<file path="src/rtl/button_bank_if.sv">
// rtl/button_bank_if.sv - button bank signal bundle: raw inputs and clears in, debounced state and events out
interface button_bank_if #(
    parameter int CHANNELS = 8
);
    logic [CHANNELS-1:0] button_in;
    logic [CHANNELS-1:0] clear;
    logic [CHANNELS-1:0] level_out;
    logic [CHANNELS-1:0] press_pulse;
    logic [CHANNELS-1:0] release_pulse;
    logic [CHANNELS-1:0] press_sticky;
    logic [CHANNELS-1:0] long_pulse;
    logic                any_press;

    modport master (
        output button_in, clear,
        input  level_out, press_pulse, release_pulse, press_sticky, long_pulse, any_press
    );

    modport slave (
        input  button_in, clear,
        output level_out, press_pulse, release_pulse, press_sticky, long_pulse, any_press
    );
endinterface

</file>
<file path="src/rtl/button_bank.sv">
// rtl/button_bank.sv - multi-channel bidirectional debouncer with press/release pulses and sticky press flags
// Optional long-press detection is built when BUTTON_BANK_LONGPRESS_EN is defined.
module button_bank #(
    parameter int CHANNELS      = 8,
    parameter int COUNTER_SIZE  = 8,
    parameter int COUNTER_VALUE = 255,
    parameter int SYNC_STAGES   = 2,
    parameter int HOLD_SIZE     = 16,
    parameter int HOLD_VALUE    = 50000
) (
    input logic          clk,
    input logic          reset,
    button_bank_if.slave bb
);

    if (COUNTER_VALUE < 1 || COUNTER_VALUE >= (2 ** COUNTER_SIZE)) begin : g_bad_counter
        $error("button_bank: COUNTER_VALUE must be in 1 .. 2**COUNTER_SIZE-1");
    end
    if (SYNC_STAGES < 1) begin : g_bad_sync
        $error("button_bank: SYNC_STAGES must be >= 1");
    end

    localparam logic [COUNTER_SIZE-1:0] CNT_MAX = COUNTER_SIZE'(COUNTER_VALUE);

    logic [CHANNELS-1:0]     sync_q [SYNC_STAGES];
    logic [CHANNELS-1:0]     s;
    logic [COUNTER_SIZE-1:0] cnt_q  [CHANNELS];
    logic [COUNTER_SIZE-1:0] cnt_d  [CHANNELS];
    logic [CHANNELS-1:0]     level_q, level_d;
    logic [CHANNELS-1:0]     press_q, press_d;
    logic [CHANNELS-1:0]     release_q, release_d;
    logic [CHANNELS-1:0]     sticky_q, sticky_d;

    assign s = sync_q[SYNC_STAGES-1];

    always_ff @(posedge clk or posedge reset) begin
        if (reset) begin
            for (int k = 0; k < SYNC_STAGES; k++) sync_q[k] <= '0;
        end else begin
            sync_q[0] <= bb.button_in;
            for (int k = 1; k < SYNC_STAGES; k++) sync_q[k] <= sync_q[k-1];
        end
    end

    // Any agreeing cycle restarts the count, so only an uninterrupted run of disagreement is accepted.
    always_comb begin
        level_d   = level_q;
        press_d   = '0;
        release_d = '0;
        for (int i = 0; i < CHANNELS; i++) begin
            cnt_d[i] = '0;
            if (s[i] != level_q[i]) begin
                if (cnt_q[i] == CNT_MAX) begin
                    level_d[i]   = s[i];
                    press_d[i]   = s[i];
                    release_d[i] = ~s[i];
                end else begin
                    cnt_d[i] = cnt_q[i] + COUNTER_SIZE'(1);
                end
            end
        end
        // A press on the same edge as a clear wins so the event is never lost.
        sticky_d = (sticky_q & ~bb.clear) | press_d;
    end

    always_ff @(posedge clk or posedge reset) begin
        if (reset) begin
            for (int i = 0; i < CHANNELS; i++) cnt_q[i] <= '0;
            level_q   <= '0;
            press_q   <= '0;
            release_q <= '0;
            sticky_q  <= '0;
        end else begin
            for (int i = 0; i < CHANNELS; i++) cnt_q[i] <= cnt_d[i];
            level_q   <= level_d;
            press_q   <= press_d;
            release_q <= release_d;
            sticky_q  <= sticky_d;
        end
    end

`ifdef BUTTON_BANK_LONGPRESS_EN
    if (HOLD_VALUE < 1 || HOLD_VALUE >= (2 ** HOLD_SIZE)) begin : g_bad_hold
        $error("button_bank: HOLD_VALUE must be in 1 .. 2**HOLD_SIZE-1");
    end

    localparam logic [HOLD_SIZE-1:0] HOLD_MAX = HOLD_SIZE'(HOLD_VALUE);

    logic [HOLD_SIZE-1:0] hold_q [CHANNELS];
    logic [HOLD_SIZE-1:0] hold_d [CHANNELS];
    logic [CHANNELS-1:0]  long_q, long_d;

    // The pulse fires only on the cycle the saturating counter first lands on HOLD_MAX.
    always_comb begin
        long_d = '0;
        for (int i = 0; i < CHANNELS; i++) begin
            hold_d[i] = '0;
            if (level_q[i]) begin
                hold_d[i] = (hold_q[i] == HOLD_MAX) ? HOLD_MAX : hold_q[i] + HOLD_SIZE'(1);
            end
            long_d[i] = (hold_d[i] == HOLD_MAX) && (hold_q[i] != HOLD_MAX);
        end
    end

    always_ff @(posedge clk or posedge reset) begin
        if (reset) begin
            for (int i = 0; i < CHANNELS; i++) hold_q[i] <= '0;
            long_q <= '0;
        end else begin
            for (int i = 0; i < CHANNELS; i++) hold_q[i] <= hold_d[i];
            long_q <= long_d;
        end
    end

    assign bb.long_pulse = long_q;
`else
    logic unused_hold_cfg;
    assign unused_hold_cfg = ^{32'(HOLD_SIZE), 32'(HOLD_VALUE)};
    assign bb.long_pulse   = '0;
`endif

    assign bb.level_out     = level_q;
    assign bb.press_pulse   = press_q;
    assign bb.release_pulse = release_q;
    assign bb.press_sticky  = sticky_q;
    assign bb.any_press     = |sticky_q;

endmodule

</file>
<file path="src/flat_wrapper.sv">
// flat-port wrapper written by rule: the top's interface ports become plain ports
module button_bank_flat 
#(
    parameter int CHANNELS      = 8,
    parameter int COUNTER_SIZE  = 8,
    parameter int COUNTER_VALUE = 255,
    parameter int SYNC_STAGES   = 2,
    parameter int HOLD_SIZE     = 16,
    parameter int HOLD_VALUE    = 50000
)
  (clk, reset, bb_button_in, bb_clear, bb_level_out, bb_press_pulse, bb_release_pulse, bb_press_sticky, bb_long_pulse, bb_any_press);
  button_bank_if #(.CHANNELS(CHANNELS)) bb_i ();
  input logic clk;
  input logic reset;
  input wire logic [$bits(bb_i.button_in)-1:0] bb_button_in;
  input wire logic [$bits(bb_i.clear)-1:0] bb_clear;
  output wire logic [$bits(bb_i.level_out)-1:0] bb_level_out;
  output wire logic [$bits(bb_i.press_pulse)-1:0] bb_press_pulse;
  output wire logic [$bits(bb_i.release_pulse)-1:0] bb_release_pulse;
  output wire logic [$bits(bb_i.press_sticky)-1:0] bb_press_sticky;
  output wire logic [$bits(bb_i.long_pulse)-1:0] bb_long_pulse;
  output wire logic [$bits(bb_i.any_press)-1:0] bb_any_press;
  assign bb_i.button_in = bb_button_in;
  assign bb_i.clear = bb_clear;
  assign bb_level_out = bb_i.level_out;
  assign bb_press_pulse = bb_i.press_pulse;
  assign bb_release_pulse = bb_i.release_pulse;
  assign bb_press_sticky = bb_i.press_sticky;
  assign bb_long_pulse = bb_i.long_pulse;
  assign bb_any_press = bb_i.any_press;
  button_bank #(.CHANNELS(CHANNELS), .COUNTER_SIZE(COUNTER_SIZE), .COUNTER_VALUE(COUNTER_VALUE), .SYNC_STAGES(SYNC_STAGES), .HOLD_SIZE(HOLD_SIZE), .HOLD_VALUE(HOLD_VALUE)) u_core (.clk(clk), .reset(reset), .bb(bb_i));
endmodule
</file>
<file path="config.mk">
export PLATFORM = sky130hd
export DESIGN_NAME = button_bank_flat
export DESIGN_NICKNAME = d
export VERILOG_FILES = /design/src/rtl/button_bank_if.sv /design/src/rtl/button_bank.sv /design/src/flat_wrapper.sv
export SDC_FILE = /design/constraint.sdc
export NUM_CORES = 1
export LEC_CHECK = 0
export CAP_MARGIN = 0
export CELL_PAD_IN_SITES_DETAIL_PLACEMENT = 1
export CELL_PAD_IN_SITES_GLOBAL_PLACEMENT = 1
export CORE_ASPECT_RATIO = 0.8
export CORE_MARGIN = 5
export CORE_UTILIZATION = 30
export DETAILED_ROUTE_END_ITERATION = 8
export GPL_TIMING_DRIVEN = 0
export PLACE_DENSITY = 0.57
export SLEW_MARGIN = 20
export SYNTH_ARGS = -nofsm -noshare
export SYNTH_HDL_FRONTEND = slang
export SYNTH_SLANG_ARGS = --single-unit
</file>
<file path="constraint.sdc">
create_clock -name clk -period 4.6 [get_ports clk]
set_input_delay 0.46 -clock clk [delete_from_list [all_inputs] [get_ports clk]]
set_output_delay 0.46 -clock clk [all_outputs]
set_load 0.01 [all_outputs]
</file>
# Yosys cells after proc, flatten, opt, wreduce, memory -nomap -nowiden
# Cells that the tools add are included.
[word_totals]
register_bits = 112
input_bits = 18
output_inout_bits = 41
[op_classes]
addsub = 8
eq_ne = 16
mux = 48
n_bitwise = 11
reduce_logical = 9
[ops]
columns = ["cell", "n"]
rows = [
  ["$mux W8", 16],
  ["$add A8 B1 Y8 const B", 8],
  ["$eq A8 B8 Y1 const B", 8],
  ["$mux W1", 32],
  ["$reduce_and A2 Y1", 8],
  ["$and A8 B8 Y8", 1],
  ["$ne A1 B1 Y1", 8],
  ["$not A1 Y1", 8],
  ["$not A8 Y8", 1],
  ["$or A8 B8 Y8", 1],
  ["$reduce_or A8 Y1", 1],
]

# Longest topological paths before layout
# Gate-level depths: netlist of run 1.
[logic_depth]
word_depth = 4
ltp_mapped = 4
depth_no_buf = 4

# Worst setup path after synthesis of run 1
# No wires, ideal clock.
[synth_path]
kind = "reg-to-reg"
from = "register u_core.cnt_q[56] (netlist name)"
to = "register u_core.level_q[0], in the netlist u_core.bb.level_out[0]"
setup_ns = 0.125
arrival_ns = 1.380
t_required_ns = 4.475
slack_ns = 3.096
path_stages_with_launch = 5
path_buffers = 0
period_less_slack_ns = 1.504
path_cell_list = "dfrtp_1 ha_1 nand3_1 or2_2 mux2_2"
[synth_via]
elab_chain_cells = 2
[synth_rtl]
columns = ["item", "line_no", "text"]
rows = [
  ["start, declared", "button_bank.sv:27", "logic [COUNTER_SIZE-1:0] cnt_q [CHANNELS];"],
  ["$eq A8 B8 Y1", "button_bank.sv:53", "if (cnt_q[i] == CNT_MAX) begin"],
  ["$reduce_and A2 Y1 (no line)", "n/a", ""],
  ["end signal, assigned", "button_bank.sv:75", "level_q <= level_d;"],
  ["end, declared", "button_bank.sv:29", "logic [CHANNELS-1:0] level_q, level_d;"],
]
# Every way passes these cells.
# A chain may end at the register's enable or synchronous reset.

# Worst setup path after layout of run 1
[layout_path]
from = "register u_core.sticky_q[1], in the netlist u_core.bb.press_sticky[1]"
to = "output bb_any_press"
[layout_via]
elab_chain_cells = 1
[layout_rtl]
columns = ["item", "line_no", "text"]
rows = [
  ["start, declared", "button_bank.sv:32", "logic [CHANNELS-1:0] sticky_q, sticky_d;"],
  ["start signal, assigned", "button_bank.sv:78", "sticky_q <= sticky_d;"],
  ["$reduce_or A8 Y1", "button_bank.sv:126", "assign bb.any_press = |sticky_q;"],
  ["end, declared", "flat_wrapper.sv:22", "output wire logic [$bits(bb_i.any_press)-1:0] bb_any_press;"],
]
# Every way passes these cells.

==> impl_metrics.json, run 1 <==
{
  "setup.worst_path.start_class": "flop",
  "post-place-ws_ns": 2.67,
  "cp.arrival_ns": 1.77,
  "crit_chain": "nor4_1 > nand2_1 > clkdlybuf4s50_1",
  "dieWidth_um": 150,
  "ys_types": 47,
  "tightest_slew_ns": 0.720,
  "finalHoldViolCount": 0,
  "slowest_stage": "clkdlybuf4s50_1",
  "finalNonFillerCells": 709,
  "ir_drop_mv": 0.158,
  "period_minus_slack_ns": 2.23,
  "max_freq_mhz": 448,
  "seqPwrFrac_pct": 49.6,
  "drc_errors": 0,
  "core_um2": 15600,
  "grt_start_max_net_pins": 60,
  "synth-edff-count": 0,
  "cts_max_level": 3,
  "fin_setup_tns_ns": 0,
  "grt.total_usage_pct": 12.0,
  "clockBufferDepth": 2,
  "rsz0062_at_grt": "no",
  "clock_sinks": 112,
  "drt_first_pass_iters": 4,
  "antenna_found_initial": 0,
  "setup_ws_ns": 2.37,
  "async_reset_ff_share_pct": 100,
  "first_iter_violations": 142,
  "cts_made_buffers": 9,
  "power_frac_clock_pct": 45.6,
  "place_inst": 693,
  "ctsRootBufferMaster": "clkbuf_16",
  "post_drt_wl_per_cell_um": 14.5,
  "power_density_nw_per_um2": 354,
  "setup_viol": 0,
  "cp-endpoint": "bb_any_press",
  "path_delay_family": "buffers and inverters",
  "r2r_start": "u_core.cnt_q[56]",
  "io_pins": 59,
  "synth_area_um2": 4710,
  "syn_inst": 420,
  "finClkSkew_ns": 0.00742,
  "dieArea_um2": 18300,
  "port_buffers": 50,
  "cp_max_fo": 3,
  "drive_above_1_share_pct": 9.51,
  "sw_frac_of_total_pct": 20.8,
  "internal_power_uw": 1660,
  "diodes": 0,
  "post_cts_buffers": 0,
  "slew_violations": 0,
  "endpoint_kind": "output port",
  "insertion_delay_ns": 0.35,
  "grt_pass1_wl_um": 17300,
  "n_fill_cell": 1734,
  "ant_nets": 0,
  "maxSlewHeadroom_pct": 51.6,
  "reg2reg_slack_ns": 2.92,
  "vias": 3317,
  "r2r-end": "u_core.bb.level_out[0]",
  "cts_tree": "built",
  "die_y_um": 122,
  "cp_slowest_stage_delay_ns": 0.50,
  "dp_hpwl_um": 7400,
  "final_common_cell": "dfrtp_1",
  "yosysSeqAreaShare_pct": 59.5,
  "min_period_over_period_pct": 48.5,
  "nets": 515,
  "cp.required_ns": 4.14,
  "rows": 41,
  "grt_pass1_vias": 3436,
  "cp-startpoint": "u_core.bb.press_sticky[1]",
  "max_cap_violations": 0,
  "start_util_pct": 30.2,
  "path_class": "reg -> out",
  "min-delay-start": "u_core.sync_q[15]",
  "postCtsHoldBufs": 0,
  "gp_congestion": 0.746,
  "synth_flop_cell": "dfrtp_1",
  "power_switching_uw": 436,
  "path_clk_slew_ns": 0.07,
  "power_frac_comb_pct": 4.8,
  "cp.depth": 3,
  "gr-total-overflow": 0,
  "leakage_uw": 0.00250,
  "worst-path-buf-inv": 1,
  "outcome": "completed",
  "reg2regPathDepth": 4,
  "vias_per_cell": 4.68,
  "avgSynthCellArea_um2": 11.2,
  "final_cell_mix": "dfrtp_1 (112), clkdlybuf4s50_1 (50), nor2_1 (39), nand2_1 (24), a21oi_1 (22)",
  "cts_resized": 0,
  "synth_seq_cells": 112,
  "yosysWarnings": 0,
  "syn_to_final_growth_pct": 25.4,
  "hold_path.class": "reg -> reg",
  "routed_wl_um": 10300
}
==> power groups by stage <==
stage | Combinational, uW | Clock [uW] | Sequential (uW)
CTS | 105 | 1010 | 1040
floorplan | 67.8 | 0 | 1050
global placement | 98.9 | 0 | 1060
global route | 119 | 1040 | 1040
detailed placement | 105 | 0 | 1060
finish | 101 | 955 | 1040
==> worst min path at each step <==
stage | endpoint | slack (ns) | cells past startpoint
finish | u_core.s[7] | 0.35 | 0
global route | u_core.s[3] | 0.36 | 0
CTS | u_core.s[7] | 0.35 | 0
detailed placement | u_core.s[7] | 0.34 | 0
global placement | u_core.s[3] | 0.34 | 0
floorplan | u_core.s[0] | 0.33 | 0
==> cell usage after synthesis (3+ instances only) <==
cell | count | area share [%]
or4_1 | 5 | 0.80
nor2_1 | 39 | 3.1
o22ai_1 | 6 | 0.80
nor3_1 | 3 | 0.32
ha_1 | 8 | 2.1
xor2_1 | 13 | 2.4
nor3b_1 | 7 | 1.1
and3_1 | 6 | 0.80
nand4_1 | 9 | 1.2
mux2_2 | 7 | 1.7
o21ai_0 | 20 | 2.1
inv_1 | 18 | 1.4
dfrtp_1 | 112 | 59
nand2b_1 | 7 | 0.93
or2_2 | 5 | 0.66
a21oi_1 | 22 | 2.3
o31ai_1 | 5 | 0.80
nand3_1 | 21 | 2.2
a31oi_1 | 4 | 0.53
buf_4 | 8 | 1.3
nor2b_1 | 3 | 0.40
nand3_2 | 3 | 0.64
o211ai_1 | 3 | 0.48
nand2_1 | 24 | 1.9
xnor2_1 | 20 | 3.7
or3_1 | 13 | 1.7
==> flip-flops by register name, summed over array words and instances (netlist names) <==
| register | count |
|---|---|
| u_core.cnt_q | 64 |
| u_core.bb.press_sticky | 8 |
| u_core.bb.level_out | 8 |
| u_core.bb.release_pulse | 8 |
| u_core.s | 8 |
| u_core.sync_q | 8 |
| u_core.bb.press_pulse | 8 |
==> routing by layer <==
layer	GRT usage (%)	wire length [um]
met2	19.3	4700
met3	3.94	455
met4	3.94	163
met5	0	0
met1	15.4	4950
==> kinds of logic after synthesis <==
| group | Yosys count | share of synthesized area [%] |
|---|---|---|
| AOI/OAI and AO/OA | 76 | 9.96 |
| adders and majority gates | 8 | 2.12 |
| and+or+nand+nor | 155 | 17.4 |
| xor gates and xnor gates | 33 | 6.13 |
| muxes | 8 | 1.99 |
| DFF | 112 | 59.5 |
| other | 1 | 0.0796 |
| buffers and inverters | 27 | 2.81 |
==> worst reg2reg max path, delay by kind of cell (launching register included) <==
kind | cells | cell delay [ns]
DFF | 1 | 0.44
muxes | 1 | 0.28
adders and majority gates | 1 | 0.26
and+or+nand+nor | 2 | 0.58
==> through the flow <==
step	instance area (um^2)	power, uW	utilization [%]	hold slack (ns)
floorplan	4740	1120	-	0.331
finish	5910	2090	37.9	0.351
CTS	5910	2150	37.9	0.354
global route	5910	2200	37.9	0.362
global placement	5510	1150	35.3	0.337
detailed placement	5540	1160	35.5	0.336
==> layout make-up <==
class                      instances  area [um^2]  area share, %
inverter                          18         72.6           1.23
tap                              215          269           4.55
buffer                             9         65.1           1.10
multi-input combinational        288         1800           30.5
timing repair buffer              51          528           8.93
clock inverter                     5          128           2.16
clock buffer                      11          243           4.11
sequential                       112         2800           47.4
(Power assumes the default switching activity.)
==> inputs of run 2 (changes only) <==
--- a/config.mk
+++ b/config.mk
@@ -13,7 +13,7 @@
 export CORE_UTILIZATION = 30
 export DETAILED_ROUTE_END_ITERATION = 8
 export GPL_TIMING_DRIVEN = 0
-export PLACE_DENSITY = 0.57
+export PLACE_DENSITY = 0.59
 export SLEW_MARGIN = 20
 export SYNTH_ARGS = -nofsm -noshare
 export SYNTH_HDL_FRONTEND = slang
==> constraint.sdc (replaced) <==
create_clock -name clk -period 1.8 [get_ports clk]
set_input_delay 0.18 -clock clk [delete_from_list [all_inputs] [get_ports clk]]
set_output_delay 0.18 -clock clk [all_outputs]
set_load 0.01 [all_outputs]
==> run 2 against run 1 <==
Against the previous run: non-clock buffer count increased by 3; register-to-register slack worse by 2.8 ns; worst setup slack lost 2.3 ns; final area increased by 0.66%; clock power up 140%; clock skew hardly changed; die area is the same; total power is 150% higher; flip-flop and latch count unchanged; via count shrank 1.0%; critical path type is now reg -> reg; largest power group unchanged.
==> impl_metrics.json, run 2 (same netlist as run 1, synthesis figures left out) <==
{
  "setup.worst_path.start_class": "flop",
  "final_cell_mix": "dfrtp_1 (111), clkdlybuf4s50_1 (49), nor2_1 (39), nand2_1 (24), a21oi_1 (22)",
  "max_flop_register": "u_core.cnt_q",
  "power_frac_clock_pct": 43.6,
  "gr-total-overflow": 0,
  "dieWidth_um": 150,
  "route.met2.wl_um": 4720,
  "cp.arrival_ns": 1.94,
  "start_util_pct": 30.2,
  "post_drt_wl_per_cell_um": 14.3,
  "slew_violations": 0,
  "ant_nets": 0,
  "place_inst": 696,
  "finClkSkew_ns": 0.00733,
  "io_pins": 59,
  "power_frac_comb_pct": 5.4,
  "rsz0062_at_grt": "no",
  "wl_met3_um": 458,
  "period_minus_slack_ns": 1.70,
  "path_class": "reg -> reg",
  "leakage_uw": 0.00252,
  "tightest_slew_ns": 0.680,
  "rows": 41,
  "placed_area_um2": 5610,
  "post-place-ws_ns": 0.136,
  "dieArea_um2": 18300,
  "n_fill_cell": 1751,
  "drc_errors": 0,
  "finalHoldViolCount": 0,
  "max_cap_violations": 0,
  "power_switching_uw": 1130,
  "antenna_found_initial": 0,
  "diodes": 0,
  "drive_above_1_share_pct": 10.5,
  "cts_made_buffers": 9,
  "cp_max_fo": 6,
  "largest_register_ffs": 64,
  "setup_viol": 0,
  "total_power_uw": 5200,
  "gp_congestion": 0.771,
  "max_freq_mhz": 590,
  "grt_pass1_vias": 3447,
  "cts_tree": "built",
  "vias": 3283,
  "grt_pass1_wl_um": 17200,
  "grt_start_max_net_pins": 33,
  "drt_first_pass_iters": 4,
  "maxSlewHeadroom_pct": 54.3,
  "vias_per_cell": 4.61,
  "clockBufferDepth": 2,
  "final_common_cell": "dfrtp_1",
  "port_buffers": 50,
  "insertion_delay_ns": 0.36,
  "hold_path.class": "in -> async",
  "top_layer": "met4",
  "endpoint_kind": "flop",
  "path_clk_slew_ns": 0.07,
  "core_um2": 15600,
  "routed_wl_um": 10100,
  "dp_hpwl_um": 7400,
  "grt.total_usage_pct": 12.0,
  "first_iter_violations": 112,
  "finalNonFillerCells": 712,
  "postCtsHoldBufs": 0,
  "post_cts_buffers": 0,
  "ctsRootBufferMaster": "clkbuf_16",
  "finalInstanceArea_um2": 5950,
  "setup_ws_ns": 0.105,
  "cp.required_ns": 2.05,
  "nets": 518,
  "outcome": "completed",
  "clock_sinks": 112,
  "die_y_um": 122,
  "wl_met1_um": 4860,
  "sw_frac_of_total_pct": 21.8,
  "seqPwrFrac_pct": 51.0,
  "internal_power_uw": 4070,
  "cts_max_level": 3,
  "syn_to_final_growth_pct": 26.3,
  "min_period_over_period_pct": 94.2,
  "power_density_nw_per_um2": 874,
  "ir_drop_mv": 0.483
}
run 2: cell type report:
type / count / area (um^2) / share of cell area [%]
inverter: 18 / 71.3 / 1.20
clock inverter: 6 / 108 / 1.81
sequential: 112 / 2800 / 47.1
clock buffer: 10 / 229 / 3.85
timing repair buffer: 54 / 594 / 9.99
tap: 215 / 269 / 4.52
multi-input combinational: 288 / 1810 / 30.4
buffer: 9 / 65.1 / 1.09
run 2: worst paths after layout:
path,depth (start not counted),from,endpoint,slack [ns]
setup / recovery,4,u_core.cnt_q[32],u_core.bb.level_out[3],0.10
hold / removal,2,reset,u_core.bb.press_pulse[7],0.20
setup reg to reg,4,u_core.cnt_q[32],u_core.bb.level_out[3],0.10
hold reg to reg,0,u_core.sync_q[15],u_core.s[7],0.35
max in group asynchronous,4,reset,u_core.s[0],0.87
min in group clk,1,bb_button_in[5],u_core.sync_q[13],0.26
run 2: power groups by stage:
stage | sequential (uW) | combinational [uW] | clock [uW]
global route | 2660 | 323 | 2470
global placement | 2700 | 252 | 0
CTS | 2650 | 289 | 2370
finish | 2650 | 279 | 2270
floorplan | 2680 | 174 | 0
detailed placement | 2700 | 285 | 0
run 2: timing repair:
| action | 4_1_cts | 5_1_grt |
|---|---|---|
| resized for setup | 3 | 0 |
| setup endpoints to repair | 1 | 0 |
| hold endpoints to repair | 0 | 0 |
run 2: worst max-delay path, stage by stage (launching register included):
cell     delay (ns)
dfrtp_1        0.47
ha_1           0.32
nand2_1        0.11
or3_4          0.38
mux2_4         0.30
run 2: through the flow:
stage	hold slack [ns]	utilization [%]	setup TNS [ns]
final	0.202	38.2	0
after global routing	0.231	38.2	0
after CTS	0.211	38.2	0
after detailed placement	0.337	36.0	0
after global placement	0.332	35.3	-103.31
after floorplan	0.211	-	0
run 2: per-layer routing:
layer / vias up / track usage [%]
li1: 1612 / -
met1: 1621 / 15.7
met2: 41 / 18.9
met3: 9 / 4.24
met4: 0 / 3.26
met5: - / 0
==> inputs of run 3 (changes only) <==
--- a/config.mk
+++ b/config.mk
@@ -5,15 +5,14 @@
 export SDC_FILE = /design/constraint.sdc
 export NUM_CORES = 1
 export LEC_CHECK = 0
+export ABC_AREA = 1
 export CAP_MARGIN = 0
-export CELL_PAD_IN_SITES_DETAIL_PLACEMENT = 1
-export CELL_PAD_IN_SITES_GLOBAL_PLACEMENT = 1
 export CORE_ASPECT_RATIO = 0.8
 export CORE_MARGIN = 5
 export CORE_UTILIZATION = 30
 export DETAILED_ROUTE_END_ITERATION = 8
 export GPL_TIMING_DRIVEN = 0
-export PLACE_DENSITY = 0.59
+export PLACE_DENSITY = 0.49
 export SLEW_MARGIN = 20
 export SYNTH_ARGS = -nofsm -noshare
 export SYNTH_HDL_FRONTEND = slang
==> run 3 against run 2 <==
Against the previous run: final area increased by 4.5%; synthesized cell count increased by 32%; sequential share of layout area decreased by 2.0 points; largest cell class unchanged; cell count increased by 20%; largest power group unchanged; combinational power about the same.
==> impl_metrics.json, run 3 <==
{
  "largest_register_ffs": 64,
  "synth_top_family_by_area": "simple AND/OR/NAND/NOR gates",
  "core_um2": 16600,
  "ctsRootBufferMaster": "clkbuf_16",
  "drt_first_pass_iters": 5,
  "cp_slowest_stage_delay_ns": 0.44,
  "hold_ws_ns": 0.220,
  "ir_drop_mv": 0.447,
  "setup.worst_path.start_class": "flop",
  "syn_inst": 556,
  "dieWidth_um": 155,
  "diodes": 0,
  "max_flop_register": "u_core.cnt_q",
  "setup_viol": 0,
  "dp_hpwl_um": 7140,
  "synthXorXnorAreaFrac_pct": 2.25,
  "port_buffers": 50,
  "hold_path.class": "in -> async",
  "clockBufferDepth": 2,
  "yosysWarnings": 0,
  "antenna_found_initial": 0,
  "power_density_nw_per_um2": 764,
  "io_pins": 59,
  "synth_seq_cells": 112,
  "gp_congestion": 0.788,
  "dieArea_um2": 19600,
  "total_power_uw": 4750,
  "period_minus_slack_ns": 1.70,
  "start_util_pct": 30.5,
  "synth_area_um2": 5060,
  "tightest_slew_ns": 0.537,
  "yosys-top-cells-area": "dfrtp_1 (55%), nand2_1 (8.3%), nor2_1 (7.8%)",
  "synth_flop_cell": "dfrtp_1",
  "grt_pass1_vias": 3489,
  "avgSynthCellArea_um2": 9.09,
  "slew_violations": 0,
  "vias_per_cell": 4.07,
  "final_common_cell": "nand2_1",
  "synth_fa_ha_area_share_pct": 1.98,
  "outcome": "completed",
  "nets": 654,
  "post_drt_wl_per_cell_um": 11.2,
  "muxShareOfSynthArea_pct": 0,
  "max_freq_mhz": 588,
  "synth-edff-count": 0,
  "path_delay_family": "simple AND/OR/NAND/NOR gates",
  "path_class": "reg -> out",
  "synth_largest_area_cell": "dfrtp_1",
  "endpoint_kind": "output port",
  "leakage_uw": 0.00287,
  "finClkSkew_ns": 0.00653,
  "syn_to_final_growth_pct": 23.0,
  "ys_types": 28,
  "grt.total_usage_pct": 10.4,
  "cp_max_fo": 2,
  "slowest_stage": "dfrtp_2",
  "cts_max_level": 3,
  "crit_chain": "nor4_4 > nand2_1 > clkdlybuf4s15_1",
  "drc_errors": 0,
  "cp.arrival_ns": 1.52,
  "finalHoldViolCount": 0,
  "grt_pass1_wl_um": 16600,
  "cp.required_ns": 1.62,
  "rsz0062_at_grt": "no",
  "routed_wl_um": 9530,
  "insertion_delay_ns": 0.35,
  "worst-path-buf-inv": 1,
  "path_clk_slew_ns": 0.07,
  "final_cell_mix": "nand2_1 (112), dfrtp_1 (111), nor2_1 (105), inv_1 (81), clkdlybuf4s50_1 (49)",
  "yosys.area_share.simple_pct": 28.8,
  "ant_nets": 0,
  "first_iter_violations": 148,
  "drive_above_1_share_pct": 13.6,
  "max_cap_violations": 0,
  "min_period_over_period_pct": 94.4,
  "cts_made_buffers": 9,
  "die_y_um": 126,
  "cts_tree": "built",
  "async_reset_ff_share_pct": 100,
  "synthTopCellsByCount": "dfrtp_1 (112), nand2_1 (112), nor2_1 (105), inv_1 (82), nand3_1 (24)",
  "yosysTopAreaCellShare_pct": 55.4,
  "gr-total-overflow": 0,
  "vias": 3467,
  "synth_compound_area_share_pct": 4.08,
  "clock_sinks": 112,
  "yosysSeqAreaShare_pct": 55.4,
  "rows": 42,
  "maxSlewHeadroom_pct": 64.1,
  "grt_start_max_net_pins": 34
}
## run 3: cell families (layout without fill, tap and decap cells)
logic type / after synthesis / count (layout)
fa+ha+maj: 8 / 8
other cells: 1 / 8
flops: 112 / 112
compound gates: 34 / 34
buf+inv: 91 / 160
simple gates: 297 / 297
xor+xnor: 13 / 13
## run 3: layout make-up
class / instances / area (um^2)
plain buffers: 8 / 60.1
clock buffers: 10 / 239
clock inverters: 5 / 33.8
fillers: 1647 / 10300
inverters: 83 / 315
multi-input cells: 360 / 1920
flip-flops and latches: 112 / 2800
well taps: 220 / 275
repair buffers: 54 / 568
## run 3: stage by stage
step | area [um^2] | worst slack [ns] | TNS (ns) | utilization, % | instances
3_3_place_gp | 5860 | -0.889 | -99.05 | 35.4 | 833
3_5_place_dp | 5920 | -0.0858 | -0.0858 | 35.8 | 836
4_1_cts | 6210 | 0.0198 | 0 | 37.5 | 851
2_1_floorplan | 5090 | 0.263 | 0 | - | 563
6_report | 6220 | 0.100 | 0 | 37.6 | 852
5_1_grt | 6220 | 0.00226 | 0 | 37.6 | 852
## run 3: what timing repair did
item | in CTS | in global routing
endpoints found under the hold margin | 0 | 0
setup endpoints to repair | 1 | 1
buffers inserted | 0 | 1
hold buffers | 0 | 0
gates resized for setup | 4 | 1
pin swaps | 1 | 1
## run 3: worst reg2reg max path: stages (launching register included)
cell	delay (ns)
dfrtp_1	0.39
ha_1	0.18
nand2_1	0.05
inv_1	0.21
nand3_2	0.17
nand2_2	0.15
nor2_1	0.06
## run 3: report_power, final
group / total [uW] / switching, uW / internal, uW
clock: 1850 / 883 / 967
sequential: 2620 / 46.0 / 2580
combinational: 277 / 163 / 114
## run 3: per-layer routing
| layer | vias to the layer above | share of wire (%) | routed length, um | GRT usage (%) |
|---|---|---|---|---|
| met5 | - | 0 | 0 | 0 |
| met4 | 0 | 0.77 | 73 | 2.39 |
| met3 | 5 | 5.1 | 482 | 3.84 |
| met2 | 53 | 42 | 4040 | 15.4 |
| met1 | 1588 | 52 | 4930 | 14.5 |
| li1 | 1821 | - | - | - |
## run 3: path summary, 6_finish.rpt
kind,slack (ns),to,cells past startpoint,start
min in group clk,0.27,u_core.sync_q[8],1,bb_button_in[0]
max in group asynchronous,0.83,u_core.cnt_q[16],4,reset
max,0.1,bb_any_press,3,u_core.bb.press_sticky[7]
max reg2reg,0.47,u_core.cnt_q[29],6,u_core.cnt_q[24]
min reg2reg,0.34,u_core.s[7],0,u_core.sync_q[15]
min,0.22,u_core.s[7],2,reset
